===== config.mk =====
export PLATFORM = sky130hd
export DESIGN_NAME = seg14_scan_decoder
export DESIGN_NICKNAME = d
export VERILOG_FILES = /design/src/rtl/seg14_pkg.sv /design/src/rtl/seg14_glyph_decode.sv /design/src/rtl/seg14_scan_decoder.sv
export SDC_FILE = /design/constraint.sdc
export NUM_CORES = 1
export LEC_CHECK = 0
export CAP_MARGIN = 40
export CORE_ASPECT_RATIO = 0.9
export CORE_MARGIN = 1
export CORE_UTILIZATION = 65
export DETAILED_ROUTE_END_ITERATION = 6
export GPL_TIMING_DRIVEN = 0
export PLACE_DENSITY = 0.95
export SYNTH_ARGS = -nofsm -noshare
export SYNTH_HDL_FRONTEND = slang
export SYNTH_SLANG_ARGS = --single-unit

===== constraint.sdc =====
create_clock -name clk -period 7.1 [get_ports clk]
set_input_delay 1.42 -clock clk [delete_from_list [all_inputs] [get_ports clk]]
set_output_delay 1.42 -clock clk [all_outputs]
set_load 0.03 [all_outputs]

===== src/rtl/seg14_pkg.sv =====
// seg14_pkg: digit count, character codes, 14-segment glyph table and FSM state type
package seg14_pkg;
  localparam int NUM_DIGITS = 12;
  localparam int NUM_GLYPHS = 38;
  localparam logic [5:0] CODE_SPACE   = 6'd0;
  localparam logic [5:0] CODE_UNKNOWN = 6'd63;
  localparam logic [13:0] GLYPH [NUM_GLYPHS] = '{
    14'b00000000000000, 14'b11101111000000, 14'b11110001010010, 14'b10011100000000,
    14'b11110000010010, 14'b10011111000000, 14'b10001110000000, 14'b10111101000000,
    14'b01101111000000, 14'b10010000010010, 14'b01111000000000, 14'b00001110001001,
    14'b00011100000000, 14'b01101100101000, 14'b01101100100001, 14'b11111100000000,
    14'b11001111000000, 14'b11111100000001, 14'b11001111000001, 14'b10110111000000,
    14'b10000000010010, 14'b01111100000000, 14'b00001100001100, 14'b01101100000101,
    14'b00000000101101, 14'b00000000101010, 14'b10010000001100, 14'b11101100100001,
    14'b11111100001100, 14'b01100000001000, 14'b11011011000000, 14'b11110001000000,
    14'b01100111000000, 14'b10110111000000, 14'b10111111000000, 14'b11100000000000,
    14'b11111111000000, 14'b11110111000000
  };
  typedef enum logic {HUNT, CAPTURE} state_t;
endpackage


===== src/rtl/seg14_glyph_decode.sv =====
// seg14_glyph_decode: combinational segment-pattern to character-code lookup with unknown flag
module seg14_glyph_decode
  import seg14_pkg::*;
(
  input  logic [13:0] segm,
  output logic [5:0]  code,
  output logic        unknown
);
  // scan from the highest code down so the lowest matching code wins (letters over look-alike digits)
  always_comb begin
    code = CODE_UNKNOWN;
    unknown = 1'b1;
    for (int i = NUM_GLYPHS - 1; i >= 0; i--) begin
      if (segm == GLYPH[i]) begin
        code = 6'(i);
        unknown = 1'b0;
      end
    end
  end
endmodule


===== src/rtl/seg14_scan_decoder.sv =====
// seg14_scan_decoder: rebuilds 12-character frames from a scanned 14-segment bus; define SEG14_DEC_ERRCNT_EN for the saturating error counter
module seg14_scan_decoder
  import seg14_pkg::*;
#(
  parameter int STABLE_CYC  = 1,
  parameter int TIMEOUT_CYC = 64
) (
  input  logic        clk,
  input  logic        rst_n,
  input  logic [11:0] sel,
  input  logic [13:0] segm,
  input  logic [3:0]  rd_addr,
  output logic [5:0]  rd_code,
  output logic        frame_done,
  output logic        locked,
  output logic        err_seq,
  output logic        err_onehot,
  output logic        err_glyph,
  output logic [7:0]  err_cnt
);
  state_t      state_q, state_d;
  logic [11:0] sel_q;
  logic [13:0] segm_q;
  logic [3:0]  run_q, run_d, slot, exp_q, exp_d;
  logic [15:0] to_q, to_d;
  logic [5:0]  code;
  logic        unk, same, one_hot, accept, multi_err;
  logic        wr, commit, locked_d, done_d, seq_d, oh_d, gl_d;
  logic [5:0]  shadow [NUM_DIGITS];
  logic [5:0]  out_buf [NUM_DIGITS];

  seg14_glyph_decode u_glyph (.segm(segm), .code(code), .unknown(unk));

  // run length of identical sel/segm cycles; a run is accepted once, on the cycle it reaches STABLE_CYC; a held multi-hot select reports once
  always_comb begin
    same = sel == sel_q && segm == segm_q;
    run_d = !same ? 4'd1 : run_q == 4'd15 ? run_q : run_q + 4'd1;
    one_hot = $onehot(sel);
    accept = one_hot && run_d == 4'(STABLE_CYC) && !(same && run_q == 4'(STABLE_CYC));
    multi_err = !one_hot && sel != '0 && !same;
    slot = '0;
    for (int k = 0; k < NUM_DIGITS; k++) if (sel[k]) slot = 4'(k);
  end

  // frame sequencing: hunt for slot 0, then capture slots in order up to the commit at slot 11
  always_comb begin
    state_d = state_q;
    exp_d = exp_q;
    to_d = to_q;
    locked_d = locked;
    wr = 1'b0;
    commit = 1'b0;
    seq_d = 1'b0;
    oh_d = 1'b0;
    if (multi_err) begin
      oh_d = 1'b1;
      state_d = HUNT;
      exp_d = '0;
      to_d = '0;
      locked_d = 1'b0;
    end else if (state_q == HUNT) begin
      to_d = '0;
      wr = accept && slot == '0;
      state_d = wr ? CAPTURE : HUNT;
      exp_d = wr ? 4'd1 : '0;
    end else if (accept) begin
      to_d = '0;
      if (slot == exp_q) begin
        wr = 1'b1;
        commit = slot == 4'(NUM_DIGITS - 1);
        exp_d = commit ? '0 : exp_q + 4'd1;
        locked_d = commit | locked;
      end else begin
        seq_d = 1'b1;
        locked_d = 1'b0;
        wr = slot == '0;
        exp_d = wr ? 4'd1 : '0;
        state_d = wr ? CAPTURE : HUNT;
      end
    end else if (to_q == 16'(TIMEOUT_CYC - 1)) begin
      state_d = HUNT;
      exp_d = '0;
      to_d = '0;
      locked_d = 1'b0;
    end else begin
      to_d = to_q + 16'd1;
    end
    done_d = commit;
    gl_d = wr && unk;
  end

  // input history, FSM state and registered status pulses
  always_ff @(posedge clk or negedge rst_n) begin
    if (!rst_n) begin
      sel_q <= '0;
      segm_q <= '0;
      run_q <= '0;
      state_q <= HUNT;
      exp_q <= '0;
      to_q <= '0;
      locked <= 1'b0;
      frame_done <= 1'b0;
      err_seq <= 1'b0;
      err_onehot <= 1'b0;
      err_glyph <= 1'b0;
    end else begin
      sel_q <= sel;
      segm_q <= segm;
      run_q <= run_d;
      state_q <= state_d;
      exp_q <= exp_d;
      to_q <= to_d;
      locked <= locked_d;
      frame_done <= done_d;
      err_seq <= seq_d;
      err_onehot <= oh_d;
      err_glyph <= gl_d;
    end
  end

  // shadow fills slot by slot; the visible buffer is replaced in one edge on commit, slot 11 straight from the decoder
  always_ff @(posedge clk or negedge rst_n) begin
    if (!rst_n) begin
      for (int i = 0; i < NUM_DIGITS; i++) begin
        shadow[i] <= CODE_SPACE;
        out_buf[i] <= CODE_SPACE;
      end
      rd_code <= CODE_SPACE;
    end else begin
      if (wr) shadow[slot] <= code;
      if (commit) begin
        for (int i = 0; i < NUM_DIGITS - 1; i++) out_buf[i] <= shadow[i];
        out_buf[NUM_DIGITS-1] <= code;
      end
      rd_code <= rd_addr < 4'(NUM_DIGITS) ? out_buf[rd_addr] : CODE_SPACE;
    end
  end

`ifdef SEG14_DEC_ERRCNT_EN
  logic [7:0] cnt_q;
  // one count per cycle carrying any error, held at 255
  always_ff @(posedge clk or negedge rst_n) begin
    if (!rst_n) cnt_q <= '0;
    else if ((oh_d | seq_d | gl_d) && cnt_q != 8'hff) cnt_q <= cnt_q + 8'd1;
  end
  assign err_cnt = cnt_q;
`else
  assign err_cnt = 8'd0;
`endif
endmodule


After elaboration in Yosys (flattened, before gate mapping)
Index checks and enable logic that the tools add are counted. W data, S select, Z words.

Add/subtract/negate cells: 14. Multipliers: 0. Div/mod/pow operators: 0. Magnitude comparators: 4. Equal/unequal tests: 46. Shifts and indexed selects: 0. Muxes and demuxes: 131. Bitwise gates (word level): 3. Reduce and logical (&&, ||, !) cells: 18.

Operators by type and width (count): $eq A14 B14 Y1 const B (23); $mux W6 (36); $eq A14 B13 Y1 const B (8); $bwmux W72 (1); $mux W1 (65); $mux W16 (4); $mux W4 (16); $eq A14 B10 Y1 const B (2); $eq A14 B6 Y1 const B (2); $mux W5 (5); $bmux W6 S4 (1); $demux W6 S4 (1); $add A16 B1 Y16 const B (1); $eq A16 B6 Y1 const B (1); $eq A14 B11 Y1 const B (1); $eq A14 B14 Y1 (1); $logic_not A14 Y1 (1); $add A1 B1 Y2 (6); $eq A12 B12 Y1 (1); $eq A4 B1 Y1 const B (3); $reduce_bool A12 Y1 (1); $ge A5 B5 Y1 const B (2); $not A4 Y5 (2); $add A2 B2 Y3 (3); other kinds (16) (29).

Register bits after elaboration: 206. Bits in latches: 0. Bits in writable memories: 0. ROM bits: 0. Output and inout bits: 19. Word-level logic and storage cells: 252. Memories: 0.

Longest topological paths before layout
Depth in word-level cells: 39. Depth in mapped cells: 18.

By module
From an unflattened synthesis, not the netlist that was laid out.

Cells, all modules: 814. Area, all modules: 10013.4 um^2.

Modules (own cells, without submodules): seg14_scan_decoder (times used 1, cells an instance 646, area each 8986.1 um^2); seg14_glyph_decode (times used 1, cells an instance 168, area each 1027.2 um^2).

Worst setup path before layout
No wires, ideal clock.

Kind: input to register. From: input port sel[0]. To: register shadow[52] (netlist bit). Library setup time: 0.125 ns. Arrival time: 5.695 ns. Setup slack: 1.280 ns. Cell stages on the path: 15. Path buffers: 1. Cell sequence: fa_1 -> fa_1 -> inv_1 -> fa_1 -> fa_1 -> inv_1 -> ha_1 -> fa_1 -> or2_2 -> a21oi_1 -> a21boi_0 -> and3_1 -> buf_6 -> nor4b_4 -> mux2_4.

Longest elaborated chain between the ends: 10.

RTL lines: start: declaration (RTL line seg14_scan_decoder.sv:10) `input logic [11:0] sel,`; $add A1 B1 Y2 (implied by the code) (RTL line seg14_scan_decoder.sv:38) `one_hot = $onehot(sel);`; $add A2 B2 Y3 (implied by the code) (RTL line seg14_scan_decoder.sv:38); $add A3 B3 Y4 (implied by the code) (RTL line seg14_scan_decoder.sv:38); $add A4 B3 Y4 (implied by the code) (RTL line seg14_scan_decoder.sv:38); $eq A4 B1 Y1 (RTL line seg14_scan_decoder.sv:38); $logic_and A1 B1 Y1 (2 in series) (RTL line seg14_scan_decoder.sv:39) `accept = one_hot && run_d == 4'(STABLE_CYC) && !(same && run_q == 4'(STABLE_CYC));`; $mux W1 or $logic_and A1 B1 Y1 (tied branches) (RTL line seg14_scan_decoder.sv:66, seg14_scan_decoder.sv:63); $mux W1 (RTL line seg14_scan_decoder.sv:61) `end else if (state_q == HUNT) begin`; $mux W1 (*) (RTL line seg14_scan_decoder.sv:55) `if (multi_err) begin`; end signal: indexed assignment (RTL line seg14_scan_decoder.sv:130) `if (wr) shadow[slot] <= code;`; end: declaration (RTL line seg14_scan_decoder.sv:29) `logic [5:0] shadow [NUM_DIGITS];`.

Every way passes the cells marked *; elsewhere a longest branch is shown, timed or not. A chain may end at the register's enable or synchronous reset.

Final worst setup path
From: input port sel[3]. To: register out_buf[2] (netlist bit).

Longest elaborated chain between the ends: 14.

RTL lines: branches (longest 13 deep; another with $add A3 B3 Y4); $mux W1 (*) (RTL line seg14_scan_decoder.sv:55); end signal: indexed assignment (RTL line seg14_scan_decoder.sv:133) `out_buf[NUM_DIGITS-1] <= code;`; end: declaration (RTL line seg14_scan_decoder.sv:30) `logic [5:0] out_buf [NUM_DIGITS];`.

Mark *: on every way between the ends.

==> results.json <==
{
  "status": "finished, final reports clean",
  "p_int_w": 0.00170,
  "p_leak_nw": 5.23,
  "cts-resized-gates": 0,
  "initial_core_util_pct": 66.4,
  "required_ns": 7.37,
  "ctsHoldBuffers": 0,
  "cts_sinks": 200,
  "synthArstFlopShare_pct": 100,
  "peakVddDrop_mv": 0.176,
  "track_usage_pct": 35.1,
  "num-fill-cells": 844,
  "hold_viol": 0,
  "pwr-share-clk_pct": 39.3,
  "layout_worst_path_cycle_share_pct": 96.2,
  "netlist_top_cells_area": "dfrtp_1, mux2i_1, mux4_2",
  "synth_top_flop_cell": "dfrtp_1",
  "antenna_cells": 0,
  "fp.coreArea_sq_um": 14700,
  "via_per_inst": 6.43,
  "final_layout_size_suffix_gt1_share_pct": 12.5,
  "htree_levels": 4,
  "syn_to_final_growth_pct": 13.1,
  "synthCells": 886,
  "rsz0062_at_grt": "no",
  "antenna_found_initial": 0,
  "cts_inserted_buffers": 17,
  "slew_headroom_pct": 36.7,
  "gp_congestion": 0.953,
  "register_area_sq_um": 5000,
  "setup_viol": 0,
  "drc": 0,
  "dieWidth_um": 131,
  "maxCapViolCount": 0,
  "worstMarginPinSlew_ns": 0.936,
  "placed_cells": 1134,
  "yosys_warnings": 0,
  "clock_latency_ns": 0.44,
  "p_switching_w": 0.000592,
  "synth_area_per_cell_sq_um": 11.0,
  "swShare_pct": 25.8,
  "hold_slack_ns": 0.484,
  "skew_ns": 0.0130,
  "synth_common_cells": "dfrtp_1, nand2_1, inv_1",
  "final_nets": 1003,
  "crit_fanout": 10,
  "postCtsSetupRepairBufs": 0,
  "path_class": "input pin to flop",
  "yosysMostFrequentCell": "dfrtp_1",
  "clkSlewWorstSetupHoldPaths_ns": 0.07,
  "io_pins": 51,
  "ant_nets": 0,
  "grt-ovfl-total": 0,
  "clock_path_buffers": 2,
  "dieArea_sq_um": 15500,
  "critPathLaunchType": "input pin",
  "syn_area_sq_um": 9740,
  "fp-row-count": 42,
  "synthDominantCellAreaShare_pct": 51.4,
  "wire_per_inst_um": 21.4,
  "grt_pass1_wl_um": 40400,
  "first_iter_violations": 760,
  "grt_pass1_vias": 7592,
  "fin_crit_ns": 6.83,
  "yosysSeqAreaShare_pct": 51.4,
  "ys_types": 74,
  "totalWireLength_um": 24900,
  "arrival_ns": 7.11,
  "hold_path.class": "flop to flop",
  "clock-root-buffer": "clkbuf_16",
  "fmax_mhz": 146,
  "p_comb_share_pct": 10.4,
  "rrSetupSlack_ns": 3.49,
  "multi_input_area_sq_um": 4240,
  "drt_pre_antenna_iters": 6,
  "ys_ff_latch": 200,
  "via_count": 7497,
  "seq_power_share_pct": 50.4,
  "power_density_nw_per_um2": 208,
  "grt_max_degree": 103,
  "synth_area_leader_cell": "dfrtp_1",
  "layout.cells.non_filler": 1166,
  "portBuffers": 40,
  "synth_edf_count": 0,
  "fp.dieH_um": 118,
  "crit_path_end_kind": "flop",
  "cts_tree": "done",
  "slew_viol_final": 0,
  "dp_hpwl_um": 16200
}
==> layout by cell type, fill, tap and decap left out, drive strengths merged, types with 33 or more instances in the layout <==
cell type	n
nand2	93
nor2	43
clkbuf	54
mux2i	51
o21ai	75
dfrtp	200
mux2	33
clkdlybuf4s50	37
inv	75
xnor2	33
==> worst paths after layout <==
path,from,end,depth (start not counted)
max,sel[3],out_buf[2]$_DFFE_PN0P_,18
min,shadow[20]$_DFFE_PN0P_,shadow[20]$_DFFE_PN0P_,2
max reg2reg,run_q[0]$_DFF_PN0_,out_buf[2]$_DFFE_PN0P_,11
min reg2reg,shadow[20]$_DFFE_PN0P_,shadow[20]$_DFFE_PN0P_,2
max in group asynchronous,rst_n,segm_q[3]$_DFF_PN0_,2
min in group asynchronous,rst_n,shadow[36]$_DFFE_PN0P_,1
==> stage by stage <==
stage                     TNS [ns]  total power (W)  instance area (sq um)  setup WS (ns)  util [%]
after floorplan                  0          0.00131                   9770           1.28         -
after global placement     -674.44          0.00139                  10400          -3.36      71.0
after detailed placement    -15.93          0.00140                  10500         -0.313      71.4
after CTS                        0          0.00229                  11000         0.0280      75.1
after global routing             0          0.00236                  11000         0.0195      75.1
final                            0          0.00229                  11000          0.267      75.1
==> power by group through the flow <==
| stage | Clock [W] | Combinational [W] | Sequential, W |
|---|---|---|---|
| 4_1_cts | 0.000900 | 0.000234 | 0.00115 |
| 3_5_place_dp | 0 | 0.000230 | 0.00118 |
| 3_3_place_gp | 0 | 0.000217 | 0.00118 |
| 2_1_floorplan | 0 | 0.000128 | 0.00118 |
| 6_report | 0.000900 | 0.000237 | 0.00115 |
| 5_1_grt | 0.000946 | 0.000261 | 0.00115 |
==> cells by family after synthesis <==
group / count (synthesis) / share of synthesized area [%]
AOI/OAI and AO/OA: 118 / 7.68
and+or+nand+nor: 280 / 15.8
DFF: 200 / 51.4
buffers and inverters: 126 / 5.34
adders and majority gates: 16 / 2.59
xor gates and xnor gates: 43 / 3.87
muxes: 102 / 13.3
other: 1 / 0.0385
==> area by class of cell <==
cell class	instances	share of cell area, %
buffer	54	2.29
clock buffer	20	4.05
clock inverter	12	0.852
inverter	72	2.45
multi-input combinational	567	38.5
sequential	200	45.4
tap	198	2.25
timing repair buffer	43	4.16
==> per-layer routing <==
| metal | routed length [um] | part of all wire, % | track usage, % | vias up |
|---|---|---|---|---|
| met5 | 0 | 0 | 0 | - |
| met4 | 1140 | 4.6 | 15.7 | 0 |
| met3 | 2060 | 8.3 | 7.92 | 122 |
| met2 | 12300 | 49 | 55.6 | 487 |
| li1 | - | - | - | 3202 |
| met1 | 9450 | 38 | 46.3 | 3686 |
==> critical path, cell delays in order <==
cell and delay, ns:
clkdlybuf4s50_1 0.63, fa_1 0.50, fa_1 0.52, inv_1 0.05, fa_1 0.45, fa_1 0.50, inv_1 0.05, ha_1 0.20
fa_1 0.39, or2_2 0.31, a21oi_1 0.29, a21boi_1 0.29, clkbuf_2 0.28, nand4_1 0.25, clkbuf_1 0.31, clkbuf_1 0.34
nand2_1 0.19, o21ai_0 0.12
==> flip-flops by register name (all words and copies together), names as in the netlist <==
name	count
locked	1
sel_q	12
out_buf	72
err_onehot	1
run_q	4
err_seq	1
shadow	66
exp_q	4
state_q	1
rd_code	6
to_q	16
err_glyph	1
segm_q	14
frame_done	1
Power figures use the tool's default switching activity.
